**src/rtl/fan_pkg.sv**
```systemverilog
// Shared constants for the fan control slice (fan_controller, fan_duty_ramp, pwm_controller).
// Holds the one-hot state encoding of fan_duty_ramp and the default duty width, ramp
// step, ramp period and kick duration, so that every instance agrees on them.
package fan_pkg;

  // One-hot state encoding; bit order [0..3] = IDLE, KICK, RAMP, HOLD.
  localparam logic [3:0] FR_IDLE = 4'b0001;
  localparam logic [3:0] FR_KICK = 4'b0010;
  localparam logic [3:0] FR_RAMP = 4'b0100;
  localparam logic [3:0] FR_HOLD = 4'b1000;

  typedef enum logic [3:0] {
    StIdle = FR_IDLE,
    StKick = FR_KICK,
    StRamp = FR_RAMP,
    StHold = FR_HOLD
  } fr_state_e;

  localparam int unsigned FAN_N            = 12;    // duty width
  localparam int unsigned FAN_SYS_FREQ     = 125;   // MHz
  localparam int unsigned FAN_RAMP_STEP_US = 100;   // us between ramp ticks
  localparam int unsigned FAN_STEP_SIZE    = 16;    // duty change per tick
  localparam int unsigned FAN_KICK_TICKS   = 2000;  // kick length in ticks

endpackage

```
**src/rtl/fan_tick_gen.sv**
```systemverilog
// Periodic tick prescaler for the fan duty ramp.
// Counts PERIOD clocks and raises a registered one-cycle tick at the end of each period.
// Ports:
//   clk     - system clock, posedge
//   reset_p - synchronous active-high reset
//   clear   - synchronous clear, holds the prescaler at its start while high
//   tick    - one-cycle pulse every PERIOD clocks
module fan_tick_gen #(
  parameter int unsigned PERIOD = 12500
) (
  input  logic clk,
  input  logic reset_p,
  input  logic clear,
  output logic tick
);

  localparam int unsigned CW = (PERIOD > 1) ? $clog2(PERIOD) : 1;
  localparam logic [CW-1:0] CntLast = CW'(PERIOD - 1);

  logic [CW-1:0] cnt_q;
  logic          tick_q;

  always_ff @(posedge clk) begin
    if (reset_p || clear) begin
      cnt_q  <= '0;
      tick_q <= 1'b0;
    end else if (cnt_q == CntLast) begin
      cnt_q  <= '0;
      tick_q <= 1'b1;
    end else begin
      cnt_q  <= cnt_q + 1'b1;
      tick_q <= 1'b0;
    end
  end

  assign tick = tick_q;

endmodule

```
**src/rtl/fan_duty_ramp.sv**
```systemverilog
// Slew-rate limiter between the fan speed FSM and pwm_controller.
// Moves duty_out toward target_duty by STEP_SIZE per tick; stop forces zero at once.
// Optional kick-start (macro FAN_KICK_START_EN): a start from IDLE first drives full duty
// for KICK_TICKS ticks, then loads the target directly.
// Ports:
//   clk         - system clock, posedge
//   reset_p     - synchronous active-high reset
//   target_duty - requested duty
//   stop        - level, forces zero duty and IDLE while high
//   duty_out    - registered duty to pwm_controller
//   ramping     - high in RAMP
//   kick_active - high in KICK (tied 0 without FAN_KICK_START_EN)
//   state       - one-hot state {HOLD, RAMP, KICK, IDLE}
module fan_duty_ramp
  import fan_pkg::*;
#(
  parameter int unsigned N            = FAN_N,
  parameter int unsigned SYS_FREQ     = FAN_SYS_FREQ,
  parameter int unsigned RAMP_STEP_US = FAN_RAMP_STEP_US,
  parameter int unsigned STEP_SIZE    = FAN_STEP_SIZE,
  parameter int unsigned KICK_TICKS   = FAN_KICK_TICKS
) (
  input  logic         clk,
  input  logic         reset_p,
  input  logic [N-1:0] target_duty,
  input  logic         stop,
  output logic [N-1:0] duty_out,
  output logic         ramping,
  output logic         kick_active,
  output logic [3:0]   state
);

  if (STEP_SIZE < 1 || STEP_SIZE >= (1 << N) || KICK_TICKS < 1) begin : g_param_check
    $error("fan_duty_ramp: illegal STEP_SIZE or KICK_TICKS");
  end

  localparam logic [N:0]   StepExt = STEP_SIZE[N:0];
  localparam logic [N-1:0] StepN   = STEP_SIZE[N-1:0];

  logic tick;

  fan_tick_gen #(
    .PERIOD (SYS_FREQ * RAMP_STEP_US)
  ) u_tick_gen (
    .clk     (clk),
    .reset_p (reset_p),
    .clear   (stop),
    .tick    (tick)
  );

  fr_state_e      state_q, state_d;
  logic [N-1:0]   duty_q, duty_d;

  // Ramp arithmetic at N+1 bits so the magnitude compare cannot wrap.
  logic           dir_up;
  logic [N:0]     tgt_ext, cur_ext, mag;

  assign tgt_ext = {1'b0, target_duty};
  assign cur_ext = {1'b0, duty_q};
  assign dir_up  = (tgt_ext >= cur_ext);
  assign mag     = dir_up ? (tgt_ext - cur_ext) : (cur_ext - tgt_ext);

`ifdef FAN_KICK_START_EN
  localparam int unsigned KW = (KICK_TICKS > 1) ? $clog2(KICK_TICKS) : 1;
  localparam logic [KW-1:0] KickLast = KW'(KICK_TICKS - 1);

  logic [KW-1:0] kick_cnt_q, kick_cnt_d;

  always_ff @(posedge clk) begin
    if (reset_p) begin
      kick_cnt_q <= '0;
    end else begin
      kick_cnt_q <= kick_cnt_d;
    end
  end
`endif

  always_comb begin
    state_d = state_q;
    duty_d  = duty_q;
`ifdef FAN_KICK_START_EN
    kick_cnt_d = kick_cnt_q;
`endif
    if (stop) begin
      state_d = StIdle;
      duty_d  = '0;
`ifdef FAN_KICK_START_EN
      kick_cnt_d = '0;
`endif
    end else begin
      unique case (state_q)
        StIdle: begin
          duty_d = '0;
          if (target_duty != '0) begin
`ifdef FAN_KICK_START_EN
            state_d    = StKick;
            duty_d     = '1;
            kick_cnt_d = '0;
`else
            state_d = StRamp;
`endif
          end
        end
`ifdef FAN_KICK_START_EN
        StKick: begin
          if (target_duty == '0) begin
            state_d    = StIdle;
            duty_d     = '0;
            kick_cnt_d = '0;
          end else if (tick) begin
            if (kick_cnt_q == KickLast) begin
              state_d    = StHold;
              duty_d     = target_duty;
              kick_cnt_d = '0;
            end else begin
              kick_cnt_d = kick_cnt_q + 1'b1;
            end
          end
        end
`endif
        StRamp: begin
          if (tick) begin
            if (mag <= StepExt) begin
              duty_d  = target_duty;
              state_d = (target_duty == '0) ? StIdle : StHold;
            end else if (dir_up) begin
              duty_d = duty_q + StepN;
            end else begin
              duty_d = duty_q - StepN;
            end
          end
        end
        StHold: begin
          // Any target change, including to 0, is followed through the ramp.
          if (target_duty != duty_q) begin
            state_d = StRamp;
          end
        end
        default: begin
          state_d = StIdle;
          duty_d  = '0;
        end
      endcase
    end
  end

  always_ff @(posedge clk) begin
    if (reset_p) begin
      state_q <= StIdle;
      duty_q  <= '0;
    end else begin
      state_q <= state_d;
      duty_q  <= duty_d;
    end
  end

  assign duty_out = duty_q;
  assign state    = state_q;
  assign ramping  = (state_q == StRamp);
`ifdef FAN_KICK_START_EN
  assign kick_active = (state_q == StKick);
`else
  assign kick_active = 1'b0;
`endif

endmodule
```
**config.mk**
```make
export PLATFORM = sky130hd
export DESIGN_NAME = fan_duty_ramp
export DESIGN_NICKNAME = d
export VERILOG_FILES = /design/src/rtl/fan_pkg.sv /design/src/rtl/fan_tick_gen.sv /design/src/rtl/fan_duty_ramp.sv
export SDC_FILE = /design/constraint.sdc
export NUM_CORES = 1
export LEC_CHECK = 0
export CAP_MARGIN = 20
export CELL_PAD_IN_SITES_DETAIL_PLACEMENT = 0
export CELL_PAD_IN_SITES_GLOBAL_PLACEMENT = 1
export CORE_MARGIN = 2
export CORE_UTILIZATION = 30
export DETAILED_ROUTE_END_ITERATION = 8
export GPL_TIMING_DRIVEN = 0
export HOLD_SLACK_MARGIN = 0.08
export PLACE_DENSITY = 0.57
export SETUP_SLACK_MARGIN = 0.02
export SYNTH_ARGS = -nofsm -noshare
export SYNTH_HDL_FRONTEND = slang
export SYNTH_HIERARCHICAL = 1
export SYNTH_SLANG_ARGS = --single-unit
```
**constraint.sdc**
```tcl
create_clock -name clk -period 9.3 [get_ports clk]
set_input_delay 1.395 -clock clk [delete_from_list [all_inputs] [get_ports clk]]
set_output_delay 1.395 -clock clk [all_outputs]
set_load 0.02 [all_outputs]
```
==> metrics <==
DRT Wirelength 7100 um; top-count cell post-synth inv_1; startpoint class of the critical path input port; CP startpoint target_duty[8]; fmax 180 MHz; # IOs 33; CTS Root Cell clkbuf_8; minimum clock period 5.55 ns; Die W 100 um; Power Density 89.9 nW/um2; Die ar. 10100 um2; Finish-stage setup viols 0; Synth Area per Inst 7.77 um2; Leakage Power 1.42 nW; Worst-Skew Late Latency 0.28 ns; fin worst setup slack 3.75 ns; Post-CTS Setup Repair Bufs 0; post-detail-place hpwl 5800 um; HP Start u_tick_gen/cnt_q[0]; post-route insts no fill 509; Max clock buf depth 2; VDD IR max 0.0687 mV; Slew Limit Fails 0; antenna-violating nets left 0; post-synth cell types 59; PostCTS Resize Cnt 0; Clock Sink Count 30; Hold Buf Count CTS 0; CP Class input port to flip-flop; Crit Path Max Fanout 10; top post-synthesis cells by area dfxtp_1 (22%), ha_1 (14%), inv_1 (5.1%); Post-Place Worst Slack 3.36 ns; sw power 83.5 uW; flip-flop and latch area 601 um2; overall global routing resource usage 14.8%; relative slew slack 49.6%; max cap viols 0; Worst Skew 0.00419 ns; first-pass GRT wire length 11900 um; CTS tree done; CP endpoint kind flip-flop; clock share of power 36.3%; ys flop type dfxtp_1; Arr. time, crit path 5.71 ns; drt wl/cell 13.9 um; #FFs+latches synth 30; initial DRC count 39; htree depth 2; clock transition at the registers of the reported paths 0.07 ns; Internal Power 215 uW; First-pass DRT Iterations 4; total gr overflow 0; share of cells above drive strength 1 7.54%; vias after detailed routing 2482; area delta synth->final 19.5%; Synth area leader dfxtp_1; final net count 444; RSZ-0062 raised after global routing false; Placed Cells 500; CTS Buf Count 5; logic gate share of total power 20.0%; Hold Vio Cnt, Final 0; initial antenna violation count 0; Placed Area 3230 um2; period utilization 59.7%; outcome completed; Seq pwr share 43.8%; HP Class flip-flop to flip-flop; Mapped Area 2780 um2; Yosys warning count 6; async set-or-reset flop fraction in the synthesized netlist 0%; sw frac 27.9%; GPL Wtd Cong 0.788; vias in the first global route 2438; Core Rows 35; launching point of the worst reg2reg path duty_out[8]; number of vias per cell 4.88; fraction of post-synthesis cell area in the top cell type by area 21.6%; slew at the pin closest to its max-slew limit 0.750 ns; EDFF count, synth 0; Worst EP required 9.46 ns; Inserted Diodes 0; core footprint 9110 um2; chip height 100 um; Post-synth top cells inv_1 (38), ha_1 (31), dfxtp_1 (30), nand2_1 (30), nor2_1 (26); post-route setup TNS 0 ns; post-synthesis sequential area ratio 21.6%; multi-input logic area 1970 um2; largest net degree at the start of global routing 11; DRC 0; total power 299 uW; Syn Inst Count 358; Fillers 986; Initial Utilization 30.5%; port buffer count 30; final instance area 3320 um2
layer usage:
layer / share of wire, % / GRT usage (%) / vias up
met3: 1.9 / 2.37 / 13
met2: 48 / 25.5 / 18
li1: - / - / 1322
met5: 0 / 0 / -
met4: 1.9 / 4.74 / 0
met1: 48 / 18.8 / 1129
registers in the layout, indices dropped and copies added, names as in the netlist:
register          count
u_tick_gen/tick       1
u_tick_gen/cnt_q     14
duty_out             12
state                 3
kinds of logic (layout without fill, tap and decap cells):
| logic type | Yosys count | after routing | synth area share (%) |
|---|---|---|---|
| AOI/OAI and AO/OA | 80 | 80 | 19.5 |
| and+or+nand+nor | 126 | 126 | 23.5 |
| DFF | 30 | 30 | 21.6 |
| other | 1 | 2 | 0.135 |
| buffers and inverters | 50 | 89 | 7.87 |
| xor gates and xnor gates | 28 | 28 | 8.81 |
| muxes | 11 | 11 | 3.96 |
| adders and majority gates | 32 | 32 | 14.7 |
final timing paths:
check,to,slack (ns),cells after the start
worst max-delay path,duty_out[11],3.75,19
worst min-delay path,u_tick_gen/cnt_q[0],0.47,1
worst max register to register,duty_out[11],5.10,17
worst min register to register,u_tick_gen/cnt_q[0],0.47,1
critical path, cell delays in order:
cell and delay (ns):
clkdlybuf4s50_1 0.53, inv_1 0.06, ha_1 0.27, clkbuf_1 0.39, nand4_1 0.23, nor4_1 0.54, nand2b_2 0.28, or2_1 0.11
buf_4 0.13, inv_1 0.18, ha_1 0.33, a21o_1 0.18, a21o_1 0.20, a21o_1 0.19, a21oi_1 0.21, o21ai_0 0.15
xnor2_1 0.14, mux2i_1 0.12, o21ai_0 0.08
through the flow:
step                      utilization [%]  hold WS, ns
after global placement               35.4        0.447
after floorplan                         -        0.426
after CTS                            36.4        0.469
after global routing                 36.5        0.500
final                                36.5        0.466
after detailed placement             35.4        0.460
power groups by stage:
stage | Combinational, mW | Sequential [mW] | Clock (mW)
after floorplan | 0.0398 | 0.134 | 0
after global placement | 0.0602 | 0.134 | 0
after detailed placement | 0.0602 | 0.134 | 0
after CTS | 0.0604 | 0.131 | 0.115
after global routing | 0.0664 | 0.131 | 0.120
final | 0.0596 | 0.131 | 0.108
final cells by class:
type / count / share of cell area [%]
Buffer: 12 / 2.30
Clock inverter: 1 / 0.151
Timing Repair Buffer: 31 / 9.26
Inverter: 38 / 4.29
Tap cell: 111 / 4.18
Multi-Input combinational cell: 279 / 59.2
Sequential cell: 30 / 18.1
Clock buffer: 7 / 2.60
layout by cell type (no fill, tap or decap), types with 5 or more instances in the layout:
| cell | netlist | final |
|---|---|---|
| a21o_1 | 11 | 11 |
| mux2i_1 | 11 | 11 |
| inv_1 | 38 | 38 |
| ha_1 | 31 | 31 |
| clkbuf_1 | 5 | 6 |
| buf_4 | 5 | 5 |
| o21ai_0 | 19 | 19 |
| nor4_1 | 5 | 5 |
| dfxtp_1 | 30 | 30 |
| a21oi_1 | 21 | 21 |
| xor2_1 | 12 | 12 |
| xnor2_1 | 16 | 16 |
| nand4_1 | 6 | 6 |
| nand3_1 | 15 | 15 |
| nor2_1 | 26 | 26 |
| clkbuf_8 | 0 | 6 |
| clkdlybuf4s50_1 | 0 | 30 |
| nand2_1 | 30 | 30 |
| nor3_1 | 12 | 12 |
No activity file was read; power rests on OpenSTA's default activity.
